$ cat src/rtl/mem_access_ctrl_if.sv
// Purpose : request/acknowledge data-bus bundle between the MEM-stage
//           controller (master) and the data memory (slave).
// Signals : bus_en    request, held high for the whole transfer
//           bus_we    1 = write, 0 = read
//           bus_sel   byte-lane enables
//           bus_addr  word-aligned address
//           bus_wdata lane-replicated store data
//           bus_rdata read data, valid with bus_ack
//           bus_ack   transfer complete
interface mem_access_ctrl_if;
    logic        bus_en;
    logic        bus_we;
    logic [3:0]  bus_sel;
    logic [31:0] bus_addr;
    logic [31:0] bus_wdata;
    logic [31:0] bus_rdata;
    logic        bus_ack;

    modport master (
        output bus_en, bus_we, bus_sel, bus_addr, bus_wdata,
        input  bus_rdata, bus_ack
    );

    modport slave (
        input  bus_en, bus_we, bus_sel, bus_addr, bus_wdata,
        output bus_rdata, bus_ack
    );
endinterface

$ cat src/rtl/mem_access_ctrl.sv
// Purpose : MEM-stage controller. Turns the ID/EX memory control bundle into
//           a single request/acknowledge bus transfer, stalls the pipeline
//           until the transfer ends, and returns aligned/extended load data.
//           Flags misaligned accesses and abandons transfers that time out.
// Ports   : clk, rst             clock, synchronous active-high reset
//           i_mem_read_flag      load request
//           i_mem_write_flag     store request (wins if both flags set)
//           i_mem_sign_ext_flag  sign-extend load result
//           i_mem_sel            0001 byte, 0011 half, 1111 word
//           i_mem_addr           byte address
//           i_mem_write_data     right-justified store data
//           i_flush              flush of the current MEM instruction
//           o_stall_req          pipeline freeze (combinational)
//           o_load_data          extended load result (registered)
//           o_addr_err_load      misaligned load (combinational)
//           o_addr_err_store     misaligned store (combinational)
//           o_bus_err            timeout pulse in the DONE cycle (registered)
//           bus                  data-bus master port
module mem_access_ctrl #(
    parameter int unsigned TIMEOUT_CYCLES = 255
) (
    input  logic                      clk,
    input  logic                      rst,
    input  logic                      i_mem_read_flag,
    input  logic                      i_mem_write_flag,
    input  logic                      i_mem_sign_ext_flag,
    input  logic [3:0]                i_mem_sel,
    input  logic [31:0]               i_mem_addr,
    input  logic [31:0]               i_mem_write_data,
    input  logic                      i_flush,
    output logic                      o_stall_req,
    output logic [31:0]               o_load_data,
    output logic                      o_addr_err_load,
    output logic                      o_addr_err_store,
    output logic                      o_bus_err,
    mem_access_ctrl_if.master         bus
);

    localparam int unsigned CNT_W = 8;
    localparam logic [CNT_W-1:0] CNT_LAST = CNT_W'(TIMEOUT_CYCLES - 1);

    typedef enum logic [1:0] {
        S_IDLE = 2'd0,
        S_BUSY = 2'd1,
        S_DONE = 2'd2
    } state_t;

    state_t      r_state,     w_state_nxt;
    logic        r_bus_en,    w_bus_en_nxt;
    logic        r_bus_we,    w_bus_we_nxt;
    logic [3:0]  r_bus_sel,   w_bus_sel_nxt;
    logic [31:0] r_bus_addr,  w_bus_addr_nxt;
    logic [31:0] r_bus_wdata, w_bus_wdata_nxt;
    logic [31:0] r_load_data, w_load_data_nxt;
    logic        r_bus_err,   w_bus_err_nxt;
    logic [CNT_W-1:0] r_cnt,  w_cnt_nxt;
    logic        r_discard,   w_discard_nxt;
    logic [1:0]  r_offset,    w_offset_nxt;
    logic [3:0]  r_size,      w_size_nxt;
    logic        r_sign,      w_sign_nxt;

    logic        w_req;
    logic        w_misaligned;
    logic        w_idle;
    logic        w_accept;
    logic        w_discard_now;
    logic [31:0] w_wdata_rep;
    logic [31:0] w_rshift;
    logic [31:0] w_load_ext;

    // Request qualification and alignment check
    assign w_req  = i_mem_read_flag | i_mem_write_flag;
    assign w_idle = (r_state == S_IDLE);

    always_comb begin
        w_misaligned = 1'b1;
        case (i_mem_sel)
            4'b0001: w_misaligned = 1'b0;
            4'b0011: w_misaligned = i_mem_addr[0];
            4'b1111: w_misaligned = |i_mem_addr[1:0];
            default: w_misaligned = 1'b1;
        endcase
    end

    assign w_accept         = w_idle & w_req & ~w_misaligned & ~i_flush;
    assign o_addr_err_store = w_idle & i_mem_write_flag & w_misaligned;
    assign o_addr_err_load  = w_idle & i_mem_read_flag & ~i_mem_write_flag & w_misaligned;
    assign o_stall_req      = w_accept | (r_state == S_BUSY);

    // Store data replicated across every lane the access could land in
    always_comb begin
        w_wdata_rep = i_mem_write_data;
        case (i_mem_sel)
            4'b0001: w_wdata_rep = {4{i_mem_write_data[7:0]}};
            4'b0011: w_wdata_rep = {2{i_mem_write_data[15:0]}};
            default: w_wdata_rep = i_mem_write_data;
        endcase
    end

    // Load lane extraction and extension from the latched size/offset
    assign w_rshift = bus.bus_rdata >> {r_offset, 3'b000};

    always_comb begin
        w_load_ext = w_rshift;
        case (r_size)
            4'b0001: w_load_ext = {{24{r_sign & w_rshift[7]}},  w_rshift[7:0]};
            4'b0011: w_load_ext = {{16{r_sign & w_rshift[15]}}, w_rshift[15:0]};
            default: w_load_ext = w_rshift;
        endcase
    end

    // A flush arriving in the completing cycle still discards the result
    assign w_discard_now = r_discard | i_flush;

    // Next-state and next-register values
    always_comb begin
        w_state_nxt     = r_state;
        w_bus_en_nxt    = r_bus_en;
        w_bus_we_nxt    = r_bus_we;
        w_bus_sel_nxt   = r_bus_sel;
        w_bus_addr_nxt  = r_bus_addr;
        w_bus_wdata_nxt = r_bus_wdata;
        w_load_data_nxt = r_load_data;
        w_bus_err_nxt   = 1'b0;
        w_cnt_nxt       = r_cnt;
        w_discard_nxt   = r_discard;
        w_offset_nxt    = r_offset;
        w_size_nxt      = r_size;
        w_sign_nxt      = r_sign;

        case (r_state)
            S_IDLE: begin
                if (w_accept) begin
                    w_state_nxt     = S_BUSY;
                    w_bus_en_nxt    = 1'b1;
                    w_bus_we_nxt    = i_mem_write_flag;
                    w_bus_sel_nxt   = 4'(i_mem_sel << i_mem_addr[1:0]);
                    w_bus_addr_nxt  = {i_mem_addr[31:2], 2'b00};
                    w_bus_wdata_nxt = w_wdata_rep;
                    w_cnt_nxt       = '0;
                    w_discard_nxt   = 1'b0;
                    w_offset_nxt    = i_mem_addr[1:0];
                    w_size_nxt      = i_mem_sel;
                    w_sign_nxt      = i_mem_sign_ext_flag;
                end
            end
            S_BUSY: begin
                w_cnt_nxt = r_cnt + 1'b1;
                if (i_flush) begin
                    w_discard_nxt = 1'b1;
                end
                if (bus.bus_ack) begin
                    w_bus_en_nxt = 1'b0;
                    if (!r_bus_we && !w_discard_now) begin
                        w_load_data_nxt = w_load_ext;
                    end
                    w_state_nxt = w_discard_now ? S_IDLE : S_DONE;
                end else if (r_cnt == CNT_LAST) begin
                    w_bus_en_nxt = 1'b0;
                    if (!w_discard_now) begin
                        w_bus_err_nxt = 1'b1;
                        if (!r_bus_we) begin
                            w_load_data_nxt = '0;
                        end
                    end
                    w_state_nxt = w_discard_now ? S_IDLE : S_DONE;
                end
            end
            S_DONE: begin
                w_state_nxt = S_IDLE;
            end
            default: begin
                w_state_nxt = S_IDLE;
            end
        endcase
    end

    // State and datapath registers
    always_ff @(posedge clk) begin
        if (rst) begin
            r_state     <= S_IDLE;
            r_bus_en    <= 1'b0;
            r_bus_we    <= 1'b0;
            r_bus_sel   <= '0;
            r_bus_addr  <= '0;
            r_bus_wdata <= '0;
            r_load_data <= '0;
            r_bus_err   <= 1'b0;
            r_cnt       <= '0;
            r_discard   <= 1'b0;
            r_offset    <= '0;
            r_size      <= '0;
            r_sign      <= 1'b0;
        end else begin
            r_state     <= w_state_nxt;
            r_bus_en    <= w_bus_en_nxt;
            r_bus_we    <= w_bus_we_nxt;
            r_bus_sel   <= w_bus_sel_nxt;
            r_bus_addr  <= w_bus_addr_nxt;
            r_bus_wdata <= w_bus_wdata_nxt;
            r_load_data <= w_load_data_nxt;
            r_bus_err   <= w_bus_err_nxt;
            r_cnt       <= w_cnt_nxt;
            r_discard   <= w_discard_nxt;
            r_offset    <= w_offset_nxt;
            r_size      <= w_size_nxt;
            r_sign      <= w_sign_nxt;
        end
    end

    assign bus.bus_en    = r_bus_en;
    assign bus.bus_we    = r_bus_we;
    assign bus.bus_sel   = r_bus_sel;
    assign bus.bus_addr  = r_bus_addr;
    assign bus.bus_wdata = r_bus_wdata;
    assign o_load_data   = r_load_data;
    assign o_bus_err     = r_bus_err;

endmodule

$ cat src/flat_wrapper.sv
// flat-port wrapper written by rule: the top's interface ports become plain ports
module mem_access_ctrl_flat 
#(
    parameter int unsigned TIMEOUT_CYCLES = 255
)
  (clk, rst, i_mem_read_flag, i_mem_write_flag, i_mem_sign_ext_flag, i_mem_sel, i_mem_addr, i_mem_write_data, i_flush, o_stall_req, o_load_data, o_addr_err_load, o_addr_err_store, o_bus_err, bus_bus_en, bus_bus_we, bus_bus_sel, bus_bus_addr, bus_bus_wdata, bus_bus_rdata, bus_bus_ack);
  mem_access_ctrl_if bus_i ();
  input  logic clk;
  input  logic rst;
  input  logic i_mem_read_flag;
  input  logic i_mem_write_flag;
  input  logic i_mem_sign_ext_flag;
  input  logic [3:0] i_mem_sel;
  input  logic [31:0] i_mem_addr;
  input  logic [31:0] i_mem_write_data;
  input  logic i_flush;
  output logic o_stall_req;
  output logic [31:0] o_load_data;
  output logic o_addr_err_load;
  output logic o_addr_err_store;
  output logic o_bus_err;
  output wire logic [$bits(bus_i.bus_en)-1:0] bus_bus_en;
  output wire logic [$bits(bus_i.bus_we)-1:0] bus_bus_we;
  output wire logic [$bits(bus_i.bus_sel)-1:0] bus_bus_sel;
  output wire logic [$bits(bus_i.bus_addr)-1:0] bus_bus_addr;
  output wire logic [$bits(bus_i.bus_wdata)-1:0] bus_bus_wdata;
  input wire logic [$bits(bus_i.bus_rdata)-1:0] bus_bus_rdata;
  input wire logic [$bits(bus_i.bus_ack)-1:0] bus_bus_ack;
  assign bus_bus_en = bus_i.bus_en;
  assign bus_bus_we = bus_i.bus_we;
  assign bus_bus_sel = bus_i.bus_sel;
  assign bus_bus_addr = bus_i.bus_addr;
  assign bus_bus_wdata = bus_i.bus_wdata;
  assign bus_i.bus_rdata = bus_bus_rdata;
  assign bus_i.bus_ack = bus_bus_ack;
  mem_access_ctrl #(.TIMEOUT_CYCLES(TIMEOUT_CYCLES)) u_core (.clk(clk), .rst(rst), .i_mem_read_flag(i_mem_read_flag), .i_mem_write_flag(i_mem_write_flag), .i_mem_sign_ext_flag(i_mem_sign_ext_flag), .i_mem_sel(i_mem_sel), .i_mem_addr(i_mem_addr), .i_mem_write_data(i_mem_write_data), .i_flush(i_flush), .o_stall_req(o_stall_req), .o_load_data(o_load_data), .o_addr_err_load(o_addr_err_load), .o_addr_err_store(o_addr_err_store), .o_bus_err(o_bus_err), .bus(bus_i));
endmodule
$ cat config.mk
export PLATFORM = sky130hd
export DESIGN_NAME = mem_access_ctrl_flat
export DESIGN_NICKNAME = d
export VERILOG_FILES = /design/src/rtl/mem_access_ctrl_if.sv /design/src/rtl/mem_access_ctrl.sv /design/src/flat_wrapper.sv
export SDC_FILE = /design/constraint.sdc
export NUM_CORES = 1
export LEC_CHECK = 0
export ABC_AREA = 1
export CORE_ASPECT_RATIO = 0.7
export CORE_MARGIN = 4
export CORE_UTILIZATION = 30
export DETAILED_ROUTE_END_ITERATION = 10
export SETUP_SLACK_MARGIN = 0.02
export SYNTH_ARGS = -nofsm -noshare
export SYNTH_HDL_FRONTEND = slang
export SYNTH_SLANG_ARGS = --single-unit
$ cat constraint.sdc
create_clock -name clk -period 1.89 [get_ports clk]
set_input_delay 0.378 -clock clk [delete_from_list [all_inputs] [get_ports clk]]
set_output_delay 0.378 -clock clk [all_outputs]
set_load 0.05 [all_outputs]
==> impl_metrics.tcl <==
set metrics [dict create \
    status "finished clean" \
    critPathKind "primary input to output pin" \
    portBuffers 210 \
    r2r_cells 11 \
    hp-class "primary input to register" \
    post_drt_wl_per_cell_um 15.3 \
    worstPathRequired_ns 1.51 \
    grt.overflow.total 0 \
    cts-root-buf "clkbuf_16" \
    p_per_area_nw_per_um2 850 \
    clk_pin_slew_ns 0.05 \
    regToRegEndpoint "u_core.bus.bus_addr[2]" \
    slew_headroom 0.623 \
    ys_seq_area_frac 0.438 \
    gr-usage-all-layers 0.185 \
    worstSkewPairLatency_ns 0.41 \
    cts_buffers 17 \
    dpl.cell_count 1216 \
    final_common_cell "nand2_1" \
    coreArea_um2 17500 \
    dieHeight_um 121 \
    wl_um 19200 \
    tightestPinTransition_ns 0.566 \
    avgSynthCellArea_um2 7.06 \
    busiest_layer "met1" \
    slew_viol_final 0 \
    total_power_mw 7.30 \
    worstSetupEndpoint "o_addr_err_load" \
    synth_cells 770 \
    critPathLaunch "i_mem_sel[0]" \
    finalHoldViolations 0 \
    h-tree-depth 4 \
    irDropWorstVdd_uv 481 \
    grt_start_max_net_pins 47 \
    cts_tree "yes" \
    rsz0062_at_grt "no" \
    die-width_um 169 \
    cts_sinks 119 \
    grt_use_met2 0.264 \
    worstPathCellList "dlygate4sd2_1 > buf_4 > nand2_2 > nand2_2 > buf_4 > nand3_2 > nand4_1 > inv_1 > buf_6" \
    critPathCaptureType "output pin" \
    drt_iter0_drc 511 \
    drt_first_pass_iters 6 \
    post-dp-hpwl_um 14500 \
    cpPeakStageDelay_ns 0.25 \
    synth_seq_cells 119 \
    synth-edff-count 0 \
    ioPinCount 213 \
    via_per_inst 4.66 \
    first_global_vias 5296 \
    fmax_ghz 0.558 \
    vias 5834 \
    ff2ff_setup_slack_ns 0.17 \
    synthArstFlopShare 0 \
    drv_cap 0 \
    fin_cells 1252 \
    antenna_left 0 \
    gp_congestion 0.906 \
    dieArea_um2 20400 \
    worstPathArrival_ns 1.41 \
    finalCritPeriodShare 0.948 \
    diodes 0 \
    r2r-start "u_core.r_state[0]" \
    grt_pass1_wl_um 29900 \
    hold_slack_ns 0.406 \
    synth.distinct_cells 37 \
    cpMaxStageDelayCell "dlygate4sd2_1" \
    period_minus_slack_ns 1.79 \
    drc 0 \
    grtUsageMet1 0.274 \
    cp_max_fo 2 \
    syn2layout_area_growth_pct 58.0 \
    ys.flop_type "dfxtp_1" \
    critPathLaunchType "primary input" \
    antenna_found_initial 1 \
    setup_viol 0 \
    final_cell_mix "143 x nand2_1, 125 x buf_4, 119 x dfxtp_1, 108 x o21ai_0, 101 x a21oi_1" \
    grt_use_met3 0.0507 \
    initial_core_util 0.311 \
    ys.warnings.count 0 \
    clock_tree.buffer_depth 2 \
    p_leak_nw 3.71 \
    rows 40 \
    drive_above_1_share 0.212 \
    syn-cell-area_um2 5440 \
    fin_skew_ns 0.00912 \
    postCtsHoldBufs 0 \
    fillCellCount 1779 \
    final_nets 1118 \
]
where the power goes:
| part | internal, mW | total, mW | switching (mW) | leakage [nW] |
|---|---|---|---|---|
| clock network | 2.34 | 3.55 | 1.20 | 0.306 |
| logic | 0.471 | 1.13 | 0.663 | 2.44 |
| registers | 2.58 | 2.62 | 0.0410 | 0.964 |
cell type report:
class                           count  area, um^2  share of cell area
Multi-Input combinational cell    555        2670               0.310
Timing Repair Buffer              271        2440               0.284
Sequential cell                   119        2380               0.277
Clock buffer                       17         425              0.0495
Tap cell                          231         289              0.0336
Clock inverter                     14         221              0.0258
Inverter                           45         171              0.0199
Yosys cell counts, drive strengths merged (2+ instances only):
master | count | area (um^2)
nand2 | 160 | 626
nor4 | 2 | 12.5
buf | 19 | 143
o21ai | 115 | 579
inv | 44 | 168
ha | 2 | 25.0
a21oi | 111 | 593
dfxtp | 119 | 2380
o211ai | 7 | 52.6
clkbuf | 33 | 124
nor3 | 4 | 31.3
nor2 | 103 | 394
nand4 | 4 | 31.3
nand3 | 37 | 210
a31o | 2 | 17.5
worst min path at each step:
stage,startpoint,end,slack [ns],cells past startpoint
global placement,u_core.o_load_data[14],u_core.o_load_data[14],0.45,2
CTS,rst,u_core.bus.bus_wdata[17],0.40,4
finish,i_mem_addr[1],u_core.bus.bus_sel[1],0.41,5
global route,rst,u_core.r_cnt[0],0.44,4
floorplan,bus_bus_ack,u_core.o_bus_err,0.46,1
detailed placement,u_core.o_load_data[20],u_core.o_load_data[20],0.46,2
cell families after synthesis:
group | after synthesis | synth area share
other | 1 | 0.000690
buffers and inverters | 97 | 0.0805
adder cells (fa/ha/maj) | 2 | 0.00460
flip-flops | 119 | 0.438
AND/OR/NAND/NOR | 313 | 0.244
AO/OA/AOI/OAI | 238 | 0.232
per-layer routing:
| layer | share of wire | vias to the layer above | routed length (um) |
|---|---|---|---|
| met2 | 0.42 | 145 | 8130 |
| li1 | - | 3041 | - |
| met5 | 0.00068 | - | 13 |
| met3 | 0.058 | 15 | 1110 |
| met4 | 0.0098 | 2 | 188 |
| met1 | 0.51 | 2631 | 9720 |
flip-flops by register name (all words and copies together), names as in the netlist:
signal	count
u_core.r_cnt	8
u_core.bus.bus_en	1
u_core.bus.bus_wdata	32
u_core.r_offset	2
u_core.bus.bus_we	1
u_core.o_load_data	32
u_core.r_sign	1
u_core.bus.bus_sel	4
u_core.r_size	4
u_core.o_bus_err	1
u_core.bus.bus_addr	30
u_core.r_state	2
u_core.r_discard	1
what timing repair did:
action,in CTS,in global routing
gates resized for setup,49,8
buffers inserted,2,3
pin swaps,4,7
endpoints found under the setup margin,32,3
worst max-delay path, delay by kind of cell:
| family | cells | cell delay (ns) |
|---|---|---|
| simple gates | 4 | 0.28 |
| buf+inv | 5 | 0.76 |
metrics by stage:
stage / utilization / TNS (ns) / area [um^2] / setup WS [ns]
2_1_floorplan: - / 0 / 5440 / 0.149
3_3_place_gp: 0.453 / -27.18 / 7910 / -0.379
3_5_place_dp: 0.453 / -29.67 / 7910 / -0.407
4_1_cts: 0.490 / 0 / 8560 / 0.0246
5_1_grt: 0.492 / 0 / 8590 / 0.0187
6_report: 0.492 / 0 / 8590 / 0.0976
No activity file was read; power rests on OpenSTA's default activity.
